$ cat config.mk
export PLATFORM = sky130hd
export DESIGN_NAME = pipe_flush_ctrl
export DESIGN_NICKNAME = d
export VERILOG_FILES = /design/src/rtl/pipe_flush_ctrl.sv
export SDC_FILE = /design/constraint.sdc
export NUM_CORES = 1
export LEC_CHECK = 0
export ABC_AREA = 1
export CORE_MARGIN = 3
export CORE_UTILIZATION = 34
export DETAILED_ROUTE_END_ITERATION = 7
export PLACE_DENSITY = 0.63
export RECOVER_POWER = 50
export SYNTH_ARGS = -nofsm -noshare
export SYNTH_HDL_FRONTEND = slang
export SYNTH_SLANG_ARGS = --single-unit
$ cat constraint.sdc
create_clock -name clock -period 2.3 [get_ports clock]
set_input_delay 0.46 -clock clock [delete_from_list [all_inputs] [get_ports clock]]
set_output_delay 0.46 -clock clock [all_outputs]
set_load 0.01 [all_outputs]
$ cat src/rtl/pipe_flush_ctrl.sv
// pipe_flush_ctrl
//   Pipeline reset/flush sequencer for the 5-stage CPU. Stretches the global
//   reset into a multi-cycle pipeline reset and turns single-cycle flush
//   requests into per-stage clear pulses held for a fixed number of cycles.
//
// Ports
//   clock        in   rising-edge clock
//   reset        in   synchronous, active-high reset
//   flush        in   flush request, sampled on every clock edge
//   flush_stage  in   oldest stage to clear (stages 0..flush_stage cleared)
//   reset_out    out  stretched pipeline reset
//   stage_clr    out  per-stage synchronous clear to the pipeline registers
//   stall_fetch  out  holds the PC while any clear is active
//   busy         out  sequencer is not idle
//   flush_count  out  saturating count of accepted flushes
//
// Configuration
//   FLUSH_STATS_EN  when defined, builds the flush_count statistics counter;
//                   otherwise flush_count is tied to zero.

module pipe_flush_ctrl #(
  parameter int unsigned NUM_STAGES   = 5,
  parameter int unsigned FLUSH_CYCLES = 3,
  parameter int unsigned RESET_CYCLES = 4,
  parameter int unsigned SIDX_W       = 3,
  parameter int unsigned CNT_W        = 8
) (
  input  logic                  clock,
  input  logic                  reset,
  input  logic                  flush,
  input  logic [SIDX_W-1:0]     flush_stage,
  output logic                  reset_out,
  output logic [NUM_STAGES-1:0] stage_clr,
  output logic                  stall_fetch,
  output logic                  busy,
  output logic [CNT_W-1:0]      flush_count
);

  // Down-counter must hold both the reset stretch and the flush reload.
  localparam int unsigned CNT_MAX  = (RESET_CYCLES > FLUSH_CYCLES) ? RESET_CYCLES : FLUSH_CYCLES;
  localparam int unsigned CW       = (CNT_MAX < 2) ? 1 : $clog2(CNT_MAX + 1);
  localparam int unsigned LAST_STG = NUM_STAGES - 1;

  typedef enum logic [1:0] {
    IDLE       = 2'd0,
    RST_HOLD   = 2'd1,
    FLUSH_HOLD = 2'd2
  } state_t;

  state_t                  state;
  logic [CW-1:0]           cnt;
  logic [NUM_STAGES-1:0]   req_mask;
  int unsigned             sel_stage;

  // Thermometer mask of stages 0..flush_stage, clamped to the oldest stage.
  always_comb begin
    sel_stage = 32'(flush_stage);
    if (sel_stage > LAST_STG) begin
      sel_stage = LAST_STG;
    end
    req_mask = '0;
    for (int unsigned i = 0; i < NUM_STAGES; i++) begin
      if (i <= sel_stage) begin
        req_mask[i] = 1'b1;
      end
    end
  end

  // Sequencer: state, counter and all registered outputs.
  always_ff @(posedge clock) begin
    if (reset) begin
      state       <= RST_HOLD;
      cnt         <= CW'(RESET_CYCLES);
      reset_out   <= 1'b1;
      stage_clr   <= '1;
      stall_fetch <= 1'b1;
      busy        <= 1'b1;
    end else begin
      case (state)
        RST_HOLD: begin
          // Flush requests are ignored until the reset stretch completes.
          if (cnt == '0) begin
            state       <= IDLE;
            reset_out   <= 1'b0;
            stage_clr   <= '0;
            stall_fetch <= 1'b0;
            busy        <= 1'b0;
          end else begin
            cnt <= cnt - CW'(1);
          end
        end
        IDLE: begin
          if (flush) begin
            state       <= FLUSH_HOLD;
            cnt         <= CW'(FLUSH_CYCLES - 1);
            stage_clr   <= req_mask;
            stall_fetch <= 1'b1;
            busy        <= 1'b1;
          end
        end
        FLUSH_HOLD: begin
          // A new request merges masks and restarts the hold, even on the
          // last hold cycle, so there is never a gap between clears.
          if (flush) begin
            cnt       <= CW'(FLUSH_CYCLES - 1);
            stage_clr <= stage_clr | req_mask;
          end else if (cnt == '0) begin
            state       <= IDLE;
            stage_clr   <= '0;
            stall_fetch <= 1'b0;
            busy        <= 1'b0;
          end else begin
            cnt <= cnt - CW'(1);
          end
        end
        default: begin
          state       <= IDLE;
          cnt         <= '0;
          reset_out   <= 1'b0;
          stage_clr   <= '0;
          stall_fetch <= 1'b0;
          busy        <= 1'b0;
        end
      endcase
    end
  end

`ifdef FLUSH_STATS_EN
  // Saturating count of flushes accepted outside the reset stretch.
  always_ff @(posedge clock) begin
    if (reset) begin
      flush_count <= '0;
    end else if (flush && (state != RST_HOLD) && (flush_count != '1)) begin
      flush_count <= flush_count + CNT_W'(1);
    end
  end
`else
  assign flush_count = '0;
`endif

endmodule
Yosys cells after proc, flatten, opt, wreduce, memory -nomap -nowiden

Cells that the tools add are included.

Bits in registers: 13
Memories kept: 0
Latch bits: 0
ROM bits: 0
Logic and storage cells: 52
Input port bits: 6
Output and inout bits: 16
Bits in writable memories: 0

Multiplexer cells: 27
Bitwise operators: 2
Shifts and indexed selects: 0
Order comparisons: 6
Reduce and logical (&&, ||, !) cells: 5
Equality and inequality tests: 5
$add $sub $neg: 1
Multipliers: 0
Div/mod/pow operators: 0

Operator list:

| operator                                                               | count |
|---|---|
| 1-bit by 32-bit <= comparator with 1-bit output (first input constant) | 2 |
| 2-bit by 32-bit <= comparator with 1-bit output (first input constant) | 2 |
| 3-bit by 32-bit <= comparator with 1-bit output (first input constant) | 1 |
| 5-bit 2-to-1 mux                                                       | 3 |
| 5-bit case mux with 3 select lines                                     | 1 |
| 3-bit 2-to-1 mux                                                       | 4 |
| 1-bit 2-to-1 mux                                                       | 11 |
| 3-bit case mux with 3 select lines                                     | 1 |
| 2-bit 2-to-1 mux                                                       | 3 |
| 2-bit inequality test (second input constant)                          | 3 |
| 1-bit case mux with 3 select lines                                     | 2 |
| 2-bit case mux with 3 select lines                                     | 1 |
| 5-bit bitwise OR                                                       | 1 |
| 2-bit AND reduction                                                    | 2 |
| 3-bit > comparator (second input constant)                             | 1 |
| 3-bit zero test                                                        | 1 |
| 3-bit by 1-bit subtractor with 3-bit output (second input constant)    | 1 |
| 2-bit by 1-bit == test with 1-bit output (second input constant)       | 1 |
| 2-bit == test (second input constant)                                  | 1 |
| 2-bit zero test                                                        | 1 |
| 1-bit case mux with 2 select lines                                     | 1 |
| 2-bit OR reduction                                                     | 1 |
| 1-bit NOT                                                              | 1 |

Depth between registers and ports, before layout

Gate-level depths: netlist of the first run.

Depth after elaboration: 7
Gate-level depth with buffers: 10
Gate-level depth less buffers: 10

Worst setup path before layout of the first run

Ideal clock, no wire load.

Path kind: register to register
Start: register state[0]
End: register stage_clr[1]
Buffers on the path: 0
Data required time: 2.179 ns
Data arrival time: 1.119 ns
Setup time: 0.121 ns
Setup slack: 1.061 ns
Cell stages (with the launch flop): 9
Clock period less this slack: 1.239 ns
Cell sequence: dfxtp_1 inv_1 ha_1 inv_1 nand2_1 nand2_1 nand2_1 a21oi_1 o21ai_1

Cells in the longest elaborated chain, start to end: 2
Elaborated cells between the ends (all ways): 5
Classes of those cells: eq/ne: 3; mux: 1; reduce/logical: 1

Ends and longest elaborated chain:

| element                                                                     | line | RTL |
|---|---|---|
| from (decl)                                                                 | 50   | `state_t state;` |
| from (signal assigned)                                                      | 72   | `state <= RST_HOLD;` |
| from (signal assigned)                                                      | 83   | `state <= IDLE;` |
| from (signal assigned)                                                      | 94   | `state <= FLUSH_HOLD;` |
| 2-bit == test (tied with other cells)                                       | 79   | `case (state)` |
| 5-bit case mux with 3 select lines or 2-bit inequality test (tied branches) | --   |  |
| to (signal assigned)                                                        | 96   | `stage_clr <= req_mask;` |
| to (signal assigned)                                                        | 106  | `stage_clr <= stage_clr \| req_mask;` |
| to (decl)                                                                   | 33   | `output logic [NUM_STAGES-1:0] stage_clr,` |

Parallel ways exist; a longest one is shown, timed or not.
A chain may end at the register's enable or synchronous reset.

Final worst setup path of the first run

Start: input flush
End: register stage_clr[3]

Cells in the longest elaborated chain, start to end: 2
Elaborated cells between the ends (all ways): 3
Classes of those cells: eq/ne: 1; mux: 2

Ends and longest elaborated chain:

| element                            | line | RTL |
|---|---|---|
| from (decl)                        | 30   | `input logic flush,` |
| 5-bit 2-to-1 mux                   | 104  | `if (flush) begin` |
| 5-bit case mux with 3 select lines | 79   |  |

Parallel ways exist; a longest one is shown, timed or not.

==> results of run 1 <==
worst min-delay path, stage by stage (launching register included):
cell	delay, ps
dfxtp_1	320
inv_1	50
o21ai_1	60
through the flow:
stage	cells	power, mW
floorplan	118	0.887
global placement	149	1.09
detailed placement	149	1.09
CTS	153	1.27
global route	153	1.36
finish	153	1.23
power breakdown:
part / total, mW / switching (mW) / internal [mW]
clock: 0.173 / 0.0764 / 0.0965
combinational: 0.707 / 0.405 / 0.302
sequential: 0.351 / 0.0551 / 0.296
layout by cell type, fill, tap and decap left out, types with 2 or more instances in the layout:
cell type	netlist	final
clkbuf_4	0	3
nor2_1	3	4
nand2_1	34	35
o21ai_0	1	2
inv_2	2	2
a21oi_1	4	4
clkdlybuf4s50_1	0	13
inv_1	15	15
conb_1	1	8
nand2_2	2	2
ha_1	6	6
nand3_1	10	10
dfxtp_1	12	12
path summary, 6_finish.rpt:
kind | from | end | depth (start not counted)
worst min-delay path | stage_clr[3]$_SDFFE_PP1P_ | stage_clr[3]$_SDFFE_PP1P_ | 2
worst max-delay path | flush | stage_clr[3]$_SDFFE_PP1P_ | 9
worst min register to register | stage_clr[3]$_SDFFE_PP1P_ | stage_clr[3]$_SDFFE_PP1P_ | 2
worst max register to register | state[0]$_SDFFE_PP1P_ | stage_clr[3]$_SDFFE_PP1P_ | 9
final cells by class:
cell class | count | share of cell area
Sequential cell | 12 | 0.263
Tap cell | 27 | 0.0370
Clock buffer | 4 | 0.0397
Timing Repair Buffer | 13 | 0.142
Inverter | 18 | 0.0795
Multi-Input combinational cell | 79 | 0.438
cell families after synthesis:
logic type / after synthesis
fa+ha+maj: 6
buf+inv: 27
flops: 12
compound gates: 12
simple gates: 53
other cells: 1
flip-flops by register name, summed over array words and instances, names as in the netlist:
signal	count
state	2
stall_fetch	1
stage_clr	5
reset_out	1
cnt	3
routing by layer:
metal | vias to the layer above | part of all wire | track usage
met5 | - | 0 | 0
li1 | 361 | - | -
met4 | 0 | 0.031 | 0.102
met3 | 5 | 0.034 | 0.0249
met2 | 17 | 0.47 | 0.179
met1 | 302 | 0.47 | 0.163
==> metrics.md, run 1 <==
| Metric | Value |
|---|---|
| Status | `finished clean` |
| Synth Area in Compound Gates | `0.0932` |
| Layout cell share with drive strength beyond 1 | `0.0794` |
| Fin util | `0.443` |
| Number of synthesized flops with an enable pin | `0` |
| Clock skew | `0.393 ps` |
| WHS | `467 ps` |
| RSZ-0062 raised after global routing | `no` |
| Total CTS buffers | `3` |
| Setup WS post-layout | `roughly 560 ps` |
| Largest stage delay on the critical path | `around 540 ps` |
| Critical path arrival | `~2000 ps` |
| Seq/Total Area, Yosys | `0.309` |
| WP data required | `roughly 2500 ps` |
| Seq. cell area | `between 200 and 250 µm²` |
| Maxcap violations | `0` |
| Crit. End Element | `flip-flop` |
| CP bufs+invs | `3` |
| Final-report max-slew violation count | `0` |
| Initial Utilization | `0.377` |
| Critical Path Start Type | `input port` |
| Vias per cell | `around 4.5` |
| Clock Sinks | `12` |
| Die area | `about 0.0029 mm²` |
| Slack of the worst reg-to-reg path | `about 570 ps` |
| Final Hold Fails | `0` |
| Syn-to-layout area delta | `17.4%` |
| Area leader, netlist | `dfxtp_1` |
| Min-Delay Path Class | `reg -> reg` |
| Largest family of logic cells by synthesized area | `simple AND/OR/NAND/NOR gates` |
| Synth Area in Adders | `0.0965` |
| H-tree depth | `1` |
| P_leak | `slightly below 0.5 nW` |
| Setup CP Type | `in -> reg` |
| Tmin final | `1740 ps` |
| CP max FO | `8` |
| Setup TNS | `0 ps` |
| Clock Path Buffers | `2` |
| Syn Inst Count | `111` |
| Mux contribution to synthesized area | `0` |
| Fmax | `0.575 GHz` |
| Most frequent cell after synthesis | `nand2_1` |
| First-pass GRT wire length | `~2600 µm` |
| Simple-gate share of the synthesized area | `0.317` |
| 1st-iter DRT viols | `12` |
| Vias in the first global route | `590` |
| Synth top area share | `0.309` |
| Std cell rows | `16` |
| RD Place Congestion | `0.801` |
| Post-DP Area | `about 900 µm²` |
| Synth async-reset ratio | `0` |
| Final #Nets | `139` |
| Post-cts resize count | `0` |
| Fraction of synthesized cell area in xor and xnor cells | `0` |
| Crit path top cell by count | `nor2_1` |
| Distinct cells, synth | `23` |
| Total GRT Usage | `0.126` |
| Synth Warn # | `0` |
| # setup viols final | `0` |
| Total I/O pin count | `22` |
| Synthesized flop and latch total | `12` |
| Synth Area per Inst | `approximately 7.0 µm²` |
| First-pass detailed-route iteration total | `4` |
| Hold_buf cts | `0` |
| Critical-path cell list | `clkdlybuf4s50_1, inv_2, nand2_1, inv_6, nor2_1, nand2_2, nor2_1, nor2_1, o21ai_1` |
| Port bufs | `13` |
| CP max stage cell | `clkdlybuf4s50_1` |
| Final worst-path cycle share | `0.757` |
| Top FF cell, synth | `dfxtp_1` |
| Initial antenna violation count | `0` |
| CTS tree | `done` |
| Worst VDD drop | `between 0.0005 and 0.0006 V` |
| Place WS | `636 ps` |
| Core area | `roughly 0.0021 mm²` |
| Routed Antenna Nets | `0` |
| Layout Cell Area excl Fill | `around 900 µm²` |
| Total gr overflow | `0` |
| Pin count of the biggest net entering global routing | `9` |
| N_diodes | `0` |
| Multi-input gate area | `about 400 µm²` |
| Detailed Place HPWL | `between 1000 and 1500 µm` |
| Top cells by count, synth | `nand2_1, inv_1, dfxtp_1` |
| PwrDens | `about 1300 mW/mm²` |
| CP delay by family, top | `simple AND/OR/NAND/NOR gates` |
| Clk slew on worst S/H paths | `approximately 80 ps` |
| Die width | `roughly 54 µm` |
| Detailed-route DRC error count | `0` |
| Worst-Skew Late Latency | `280 ps` |
| Vias | `between 600 and 700` |
| Setup bufs post-CTS | `0` |
| Synth area leaders | `dfxtp_1, nand2_1, ha_1` |
| Mapped Area | `778 µm²` |
| Post-Route WL | `about 1600 µm` |
| Drt wl/cell | `a little over 10 µm` |
| Die Ht | `~54 µm` |
| FILL cells | `around 210` |
| Root Buffer | `clkbuf_4` |
(Power assumes the default switching activity.)
==> run 2: changes to the inputs <==
--- a/config.mk
+++ b/config.mk
@@ -9,7 +9,7 @@
 export CORE_MARGIN = 3
 export CORE_UTILIZATION = 34
 export DETAILED_ROUTE_END_ITERATION = 7
-export PLACE_DENSITY = 0.63
+export PLACE_DENSITY = 0.65
 export RECOVER_POWER = 50
 export SYNTH_ARGS = -nofsm -noshare
 export SYNTH_HDL_FRONTEND = slang
==> constraint.sdc (replaced) <==
create_clock -name clock -period 1.5 [get_ports clock]
set_input_delay 0.3 -clock clock [delete_from_list [all_inputs] [get_ports clock]]
set_output_delay 0.3 -clock clock [all_outputs]
set_load 0.01 [all_outputs]
==> run 2 against run 1 <==
  * Global-route usage is 0.27 points lower
  * Combinational power is 65% higher
  * Non-clock buffer count is 4 higher
  * Register-to-register slack worse by 440 ps
  * Die area stayed put
  * Worst hold slack worse by 7.2 ps
  * Final area is 7.5% higher
  * Count of clock-buffer cells in the layout stayed put
  * Via count is 0.88% higher
  * First-iteration DRC count is 83% lower
  * Critical path type is now reg -> out
  * Largest cell class unchanged
==> metrics.md, run 2 (synthesis gave the netlist of run 1 again) <==
| Metric | Value |
|---|---|
| P_leak | `0.517 nW (+7.4%)` |
| Multi-input gate area | `438 µm² (+9.4%)` |
| # setup viols final | `0 (unchanged)` |
| Syn-to-layout area delta | `26.2%` |
| Tmin final | `~1400 ps` |
| Top flop regs | `stage_clr (5), cnt (3), state (2)` |
| CP bufs+invs | `1 (-2)` |
| Worst-Skew Late Latency | `270 ps (about the same)` |
| Seq. cell area | `241 µm² (+0.52%)` |
| Commonest non-fill, non-tap cell in the layout | `nand2_1` |
| Worst VDD drop | `0.000849 V (+46%)` |
| Crit. End Element | `output pin` |
| Total GRT Usage | `0.124 (-0.00273)` |
| Die area | `0.00290 mm² (unchanged)` |
| Drt wl/cell | `9.82 µm (-4.5%)` |
| Clock Path Buffers | `2 (unchanged)` |
| Initial Utilization | `0.377 (unchanged)` |
| Std cell rows | `16 (unchanged)` |
| First-pass GRT wire length | `2610 µm (+1.9%)` |
| Post-Route WL | `1540 µm (-2.0%)` |
| Total I/O pin count | `22 (unchanged)` |
| Hold depth | `2 (unchanged)` |
| Initial antenna violation count | `0 (unchanged)` |
| Min-Delay Path Class | `reg -> reg` |
| Place WS | `-16.0 ps (-652 ps)` |
| N_diodes | `0 (unchanged)` |
| Total CTS buffers | `3 (unchanged)` |
| Setup CP Type | `reg -> out` |
| First-pass detailed-route iteration total | `2 (-2)` |
| CP max FO | `2 (-6)` |
| Setup bufs post-CTS | `0 (unchanged)` |
| Setup WS post-layout | `56.8 ps (-503 ps)` |
| Core area | `0.00206 mm² (unchanged)` |
| Vias per cell | `4.40 (-1.7%)` |
| CP delay by family, top | `buffers and inverters` |
| RD Place Congestion | `0.791 (-1.2%)` |
| Fin util | `0.476 (+0.0334)` |
| Detailed-route DRC error count | `0 (unchanged)` |
| Status | `finished clean` |
| Detailed Place HPWL | `1290 µm (+2.8%)` |
| Clock skew | `1.60 ps (+1.21 ps)` |
| PwrDens | `2010 mW/mm² (+49%)` |
| CP max stage cell | `clkdlybuf4s50_1` |
| Biggest register | `stage_clr` |
| Clk slew on worst S/H paths | `80 ps (about the same)` |
| CTS tree | `done` |
| Critical-path cell list | `clkdlybuf4s50_1` |
| 1st-iter DRT viols | `2 (-10)` |
| Port bufs | `13 (unchanged)` |
| Vias | `691 (+0.88%)` |
| Fmax | `0.693 GHz` |
| Commonest non-fill, non-tap cells in the layout | `nand2_1, inv_1, dfxtp_1` |
| CP Depth | `1 (-8)` |
| Critical Path Start Type | `flip-flop` |
| Largest stage delay on the critical path | `540 ps (about the same)` |
| Critical path arrival | `1140 ps (-820 ps)` |
| Layout cell share with drive strength beyond 1 | `0.162 (+0.0822)` |
| Max reg flops | `5 (unchanged)` |
| Final Hold Fails | `0 (unchanged)` |
| Number of cells on the worst reg-to-reg path | `8 (-1)` |
| Slack of the worst reg-to-reg path | `130 ps (-440 ps)` |
| Total gr overflow | `0 (unchanged)` |
| Maxcap violations | `0 (unchanged)` |
| Die Ht | `53.8 µm (unchanged)` |
| H-tree depth | `1 (unchanged)` |
| FILL cells | `220 (+5.3%)` |
| Clock Sinks | `12 (unchanged)` |
| Layout Cell Area excl Fill | `982 µm² (+7.5%)` |
| Pin count of the biggest net entering global routing | `9 (unchanged)` |
| Vias in the first global route | `655 (+11%)` |
| Die width | `53.8 µm (unchanged)` |
| Root Buffer | `clkbuf_4` |
| RSZ-0062 raised after global routing | `no` |
| Post-DP Area | `931 µm² (+3.3%)` |
| Final worst-path cycle share | `0.962` |
| Final-report max-slew violation count | `0 (unchanged)` |
| Final #Nets | `143 (+2.9%)` |
| WP data required | `1200 ps (-1320 ps)` |
| Routed Antenna Nets | `0 (unchanged)` |
run 2: cell count changes in the layout (fill, tap and decap cells not counted), moves of 2 or more:
cell             previous run  this run
clkdlybuf4s50_1            13         7
nand2_1                    35        33
buf_4                       0         4
clkdlybuf4s25_1             0         6
run 2: what timing repair did:
| item | CTS | global route |
|---|---|---|
| setup endpoints to repair | 0 | 11 |
| resized for setup | 0 | 11 |
| hold buffers | 0 | 0 |
| endpoints found under the hold margin | 0 | 0 |
run 2: final cells by class:
class                           instances  area share
Clock buffer                            4      0.0369
Inverter                               18      0.0739
Multi-Input combinational cell         79       0.446
Sequential cell                        12       0.246
Tap cell                               27      0.0344
Timing Repair Buffer                   17       0.163
run 2: tightest hold or removal path, delay by kind of cell (launching register included):
family	cells	cell delay, ps
AOI/OAI and AO/OA	1	50
buffers and inverters	1	50
DFF	1	320
run 2: layer usage:
layer	GRT usage	share of wire	wire, µm
met1	0.152	0.46	704
met2	0.208	0.51	784
met5	0	0	0
met3	0.0332	0.034	52
met4	0.0383	0	0
run 2: path summary, 6_finish.rpt:
| check | start | end |
|---|---|---|
| hold reg to reg | stage_clr[3]$_SDFFE_PP1P_ | stage_clr[3]$_SDFFE_PP1P_ |
| setup / recovery | stage_clr[3]$_SDFFE_PP1P_ | stage_clr[3] |
| setup reg to reg | state[0]$_SDFFE_PP1P_ | reset_out$_SDFFE_PP1P_ |
| hold / removal | stage_clr[3]$_SDFFE_PP1P_ | stage_clr[3]$_SDFFE_PP1P_ |
run 2: power breakdown:
part           switching, mW  internal [mW]  leakage [nW]
Combinational          0.676          0.496         0.396
Sequential            0.0824          0.458        0.0998
Clock                  0.113          0.147        0.0210
Total                  0.871           1.10         0.517
run 2: metrics by stage:
stage                     instances  hold slack (ps)  total power [mW]  TNS, ps
after detailed placement        153              447              1.70    -16.0
after floorplan                 118              369              1.36        0
after CTS                       157              467              1.97        0
final                           157              460              1.97        0
after global placement          153              443              1.67        0
after global routing            157              485              2.18        0
==> run 3: changes to the inputs <==
==> constraint.sdc (replaced) <==
create_clock -name clock -period 1.25 [get_ports clock]
set_input_delay 0.25 -clock clock [delete_from_list [all_inputs] [get_ports clock]]
set_output_delay 0.25 -clock clock [all_outputs]
set_load 0.01 [all_outputs]
==> run 3 against run 2 <==
  * The run now ends with setup timing left
  * Worst hold slack better by 8.5 ps
  * Highest routed layer is now met4
  * Total power up 44%
  * Clock skew about the same
  * Largest power group unchanged
  * Critical path type is now reg -> reg
==> metrics.md, run 3 (synthesis gave the netlist of run 1 again) <==
| Metric | Value |
|---|---|
| Clock Sinks | `12 (unchanged)` |
| Root Buffer | `clkbuf_4` |
| Setup WS post-layout | `-4.09 ps (-60.8 ps)` |
| Hold_buf cts | `0 (unchanged)` |
| Tmin final | `about 1300 ps` |
| Detailed Place HPWL | `1310 µm (+0.93%)` |
| Failing checks | `setup timing` |
| Switch Pwr | `1.24 mW (+42%)` |
| Total GRT Usage | `0.132 (+0.00847)` |
| Core area | `0.00206 mm² (unchanged)` |
| Std cell rows | `16 (unchanged)` |
| WHS | `468 ps (+8.50 ps)` |
| WP data required | `1420 ps (+220 ps)` |
| Commonest non-fill, non-tap cells in the layout | `nand2_1, buf_4, inv_1` |
| Detailed-route DRC error count | `0 (unchanged)` |
| Total CTS buffers | `3 (unchanged)` |
| PwrDens | `2400 mW/mm² (+20%)` |
| Max reg flops | `5 (unchanged)` |
| Vias per cell | `4.47 (+1.6%)` |
| Routed Antenna Nets | `0 (unchanged)` |
| Critical Path Start Type | `flip-flop` |
| Status | `finished, violations left` |
| FILL cells | `185 (-16%)` |
| Initial Utilization | `0.377 (unchanged)` |
| Setup CP Type | `reg -> reg` |
| Crit. End Element | `flip-flop` |
| Maxcap violations | `0 (unchanged)` |
| CP max FO | `3 (+1)` |
| Worst-Skew Late Latency | `270 ps (about the same)` |
| 1st-iter DRT viols | `14 (+12)` |
| Clock Path Buffers | `2 (unchanged)` |
| Top flop regs | `stage_clr (5), cnt (3), state (2)` |
| Final worst-path cycle share | `1.00` |
| Min-Delay Path Class | `reg -> reg` |
| Sw frac | `0.437 (-0.00469)` |
| Final Hold Fails | `0 (unchanged)` |
| First-pass detailed-route iteration total | `4 (+2)` |
| Worst R2R Start | `state[1]$_SDFFE_PP0P_` |
| Final-report max-slew violation count | `0 (unchanged)` |
| Worst setup path start | `state[1]$_SDFFE_PP0P_` |
| # setup viols final | `1 (+1)` |
| Initial antenna violation count | `0 (unchanged)` |
| Seq. cell area | `250 µm² (+3.6%)` |
| First-pass GRT wire length | `2790 µm (+7.1%)` |
| Critical path arrival | `1430 ps (+290 ps)` |
| Port bufs | `13 (unchanged)` |
| N_diodes | `0 (unchanged)` |
| Clk slew on worst S/H paths | `80 ps (about the same)` |
| Vias in the first global route | `722 (+10%)` |
| Final #Nets | `158 (+10%)` |
| Die width | `53.8 µm (unchanged)` |
| Biggest register | `stage_clr` |
| Layout cell share with drive strength beyond 1 | `0.386 (+0.225)` |
| Total gr overflow | `0 (unchanged)` |
| Worst VDD drop | `0.00128 V (+51%)` |
| Drt wl/cell | `10.9 µm (+11%)` |
| Pin count of the biggest net entering global routing | `9 (unchanged)` |
| Pwr Total | `2.83 mW (+44%)` |
| Die Ht | `53.8 µm (unchanged)` |
| RD Place Congestion | `0.813 (+2.8%)` |
| H-tree depth | `1 (unchanged)` |
| Die area | `0.00290 mm² (unchanged)` |
| P_leak | `0.585 nW (+13%)` |
| Multi-input gate area | `518 µm² (+18%)` |
| Worst Min Path Start | `stage_clr[1]$_SDFFE_PP1P_` |
| Clock skew | `1.64 ps (+0.0381 ps)` |
| Power share of the clock group | `0.113 (-0.019)` |
| Pint | `1.59 mW (+45%)` |
| Post-Route WL | `1880 µm (+22%)` |
| Commonest non-fill, non-tap cell in the layout | `nand2_1` |
| Vias | `769 (+11%)` |
| RSZ-0062 raised after global routing | `yes` |
| Syn-to-layout area delta | `51.3%` |
| CTS tree | `done` |
| Total I/O pin count | `22 (unchanged)` |
| Flop pwr share | `0.234 (-0.040)` |
| Combinational fraction of design power | `0.653 (+0.059)` |
| Fmax | `roughly 0.80 GHz` |
[run 3: cell count changes in the layout (fill, tap and decap cells not counted), moves of 2 or more]
cell and delta:
clkdlybuf4s50_1 -2, ha_4 +3, dfxtp_1 -3, inv_2 +5, dfxtp_4 +2, dlygate4sd2_1 +8, nand2_2 +3, buf_4 +14
ha_1 -4, nand2_1 -4, clkdlybuf4s25_1 -6, inv_1 -5
[run 3: final timing paths]
path | end | slack [ps] | depth (start not counted)
worst max-delay path | reset_out$_SDFFE_PP1P_ | -4 | 8
worst min-delay path | stage_clr[1]$_SDFFE_PP1P_ | 470 | 2
worst max register to register | reset_out$_SDFFE_PP1P_ | -4 | 8
worst min register to register | stage_clr[1]$_SDFFE_PP1P_ | 470 | 2
[run 3: critical path, stage by stage, from the launching register on]
cell and delay, ps:
dfxtp_4 360, buf_6 110, ha_4 160, inv_2 60, nand2_2 50, nand2_2 70
inv_1 80, o31ai_2 180, nand2_1 80
[run 3: power by group through the flow]
stage / Combinational, mW / Clock (mW) / Sequential, mW
4_1_cts: 1.58 / 0.326 / 0.637
6_report: 1.85 / 0.321 / 0.663
3_5_place_dp: 1.60 / 0 / 0.643
2_1_floorplan: 0.953 / 0 / 0.679
3_3_place_gp: 1.59 / 0 / 0.638
5_1_grt: 2.05 / 0.362 / 0.683
[run 3: final cells by class]
type,instances,area share
Clock buffer,4,0.0308
Multi-Input combinational cell,79,0.440
Inverter,18,0.0616
Timing Repair Buffer,32,0.226
Sequential cell,12,0.213
Tap cell,27,0.0287
[run 3: metal layers]
layer / track usage / share of wire / up-vias / routed length (µm)
met4: 0.0511 / 0.0064 / 0 / 12
li1: - / - / 400 / -
met5: 0 / 0 / - / 0
met2: 0.226 / 0.52 / 18 / 971
met1: 0.155 / 0.44 / 349 / 825
met3: 0.0360 / 0.038 / 2 / 71
[run 3: through the flow]
step	setup WS, ps	cell area, µm²	util	cells	setup TNS (ps)
final	-4.09	1180	0.571	172	-4.09
after global routing	-81.4	1180	0.571	172	-479
after CTS	4.82	1060	0.516	169	0
after detailed placement	-157	1020	0.495	165	-1240
after global placement	-143	1020	0.495	165	-1140
after floorplan	10.5	805	-	118	0
[run 3: timing repair]
item,in CTS,in global routing
resized for setup,16,25
endpoints found under the setup margin,19,12
pin swaps,1,8
buffers inserted,0,3
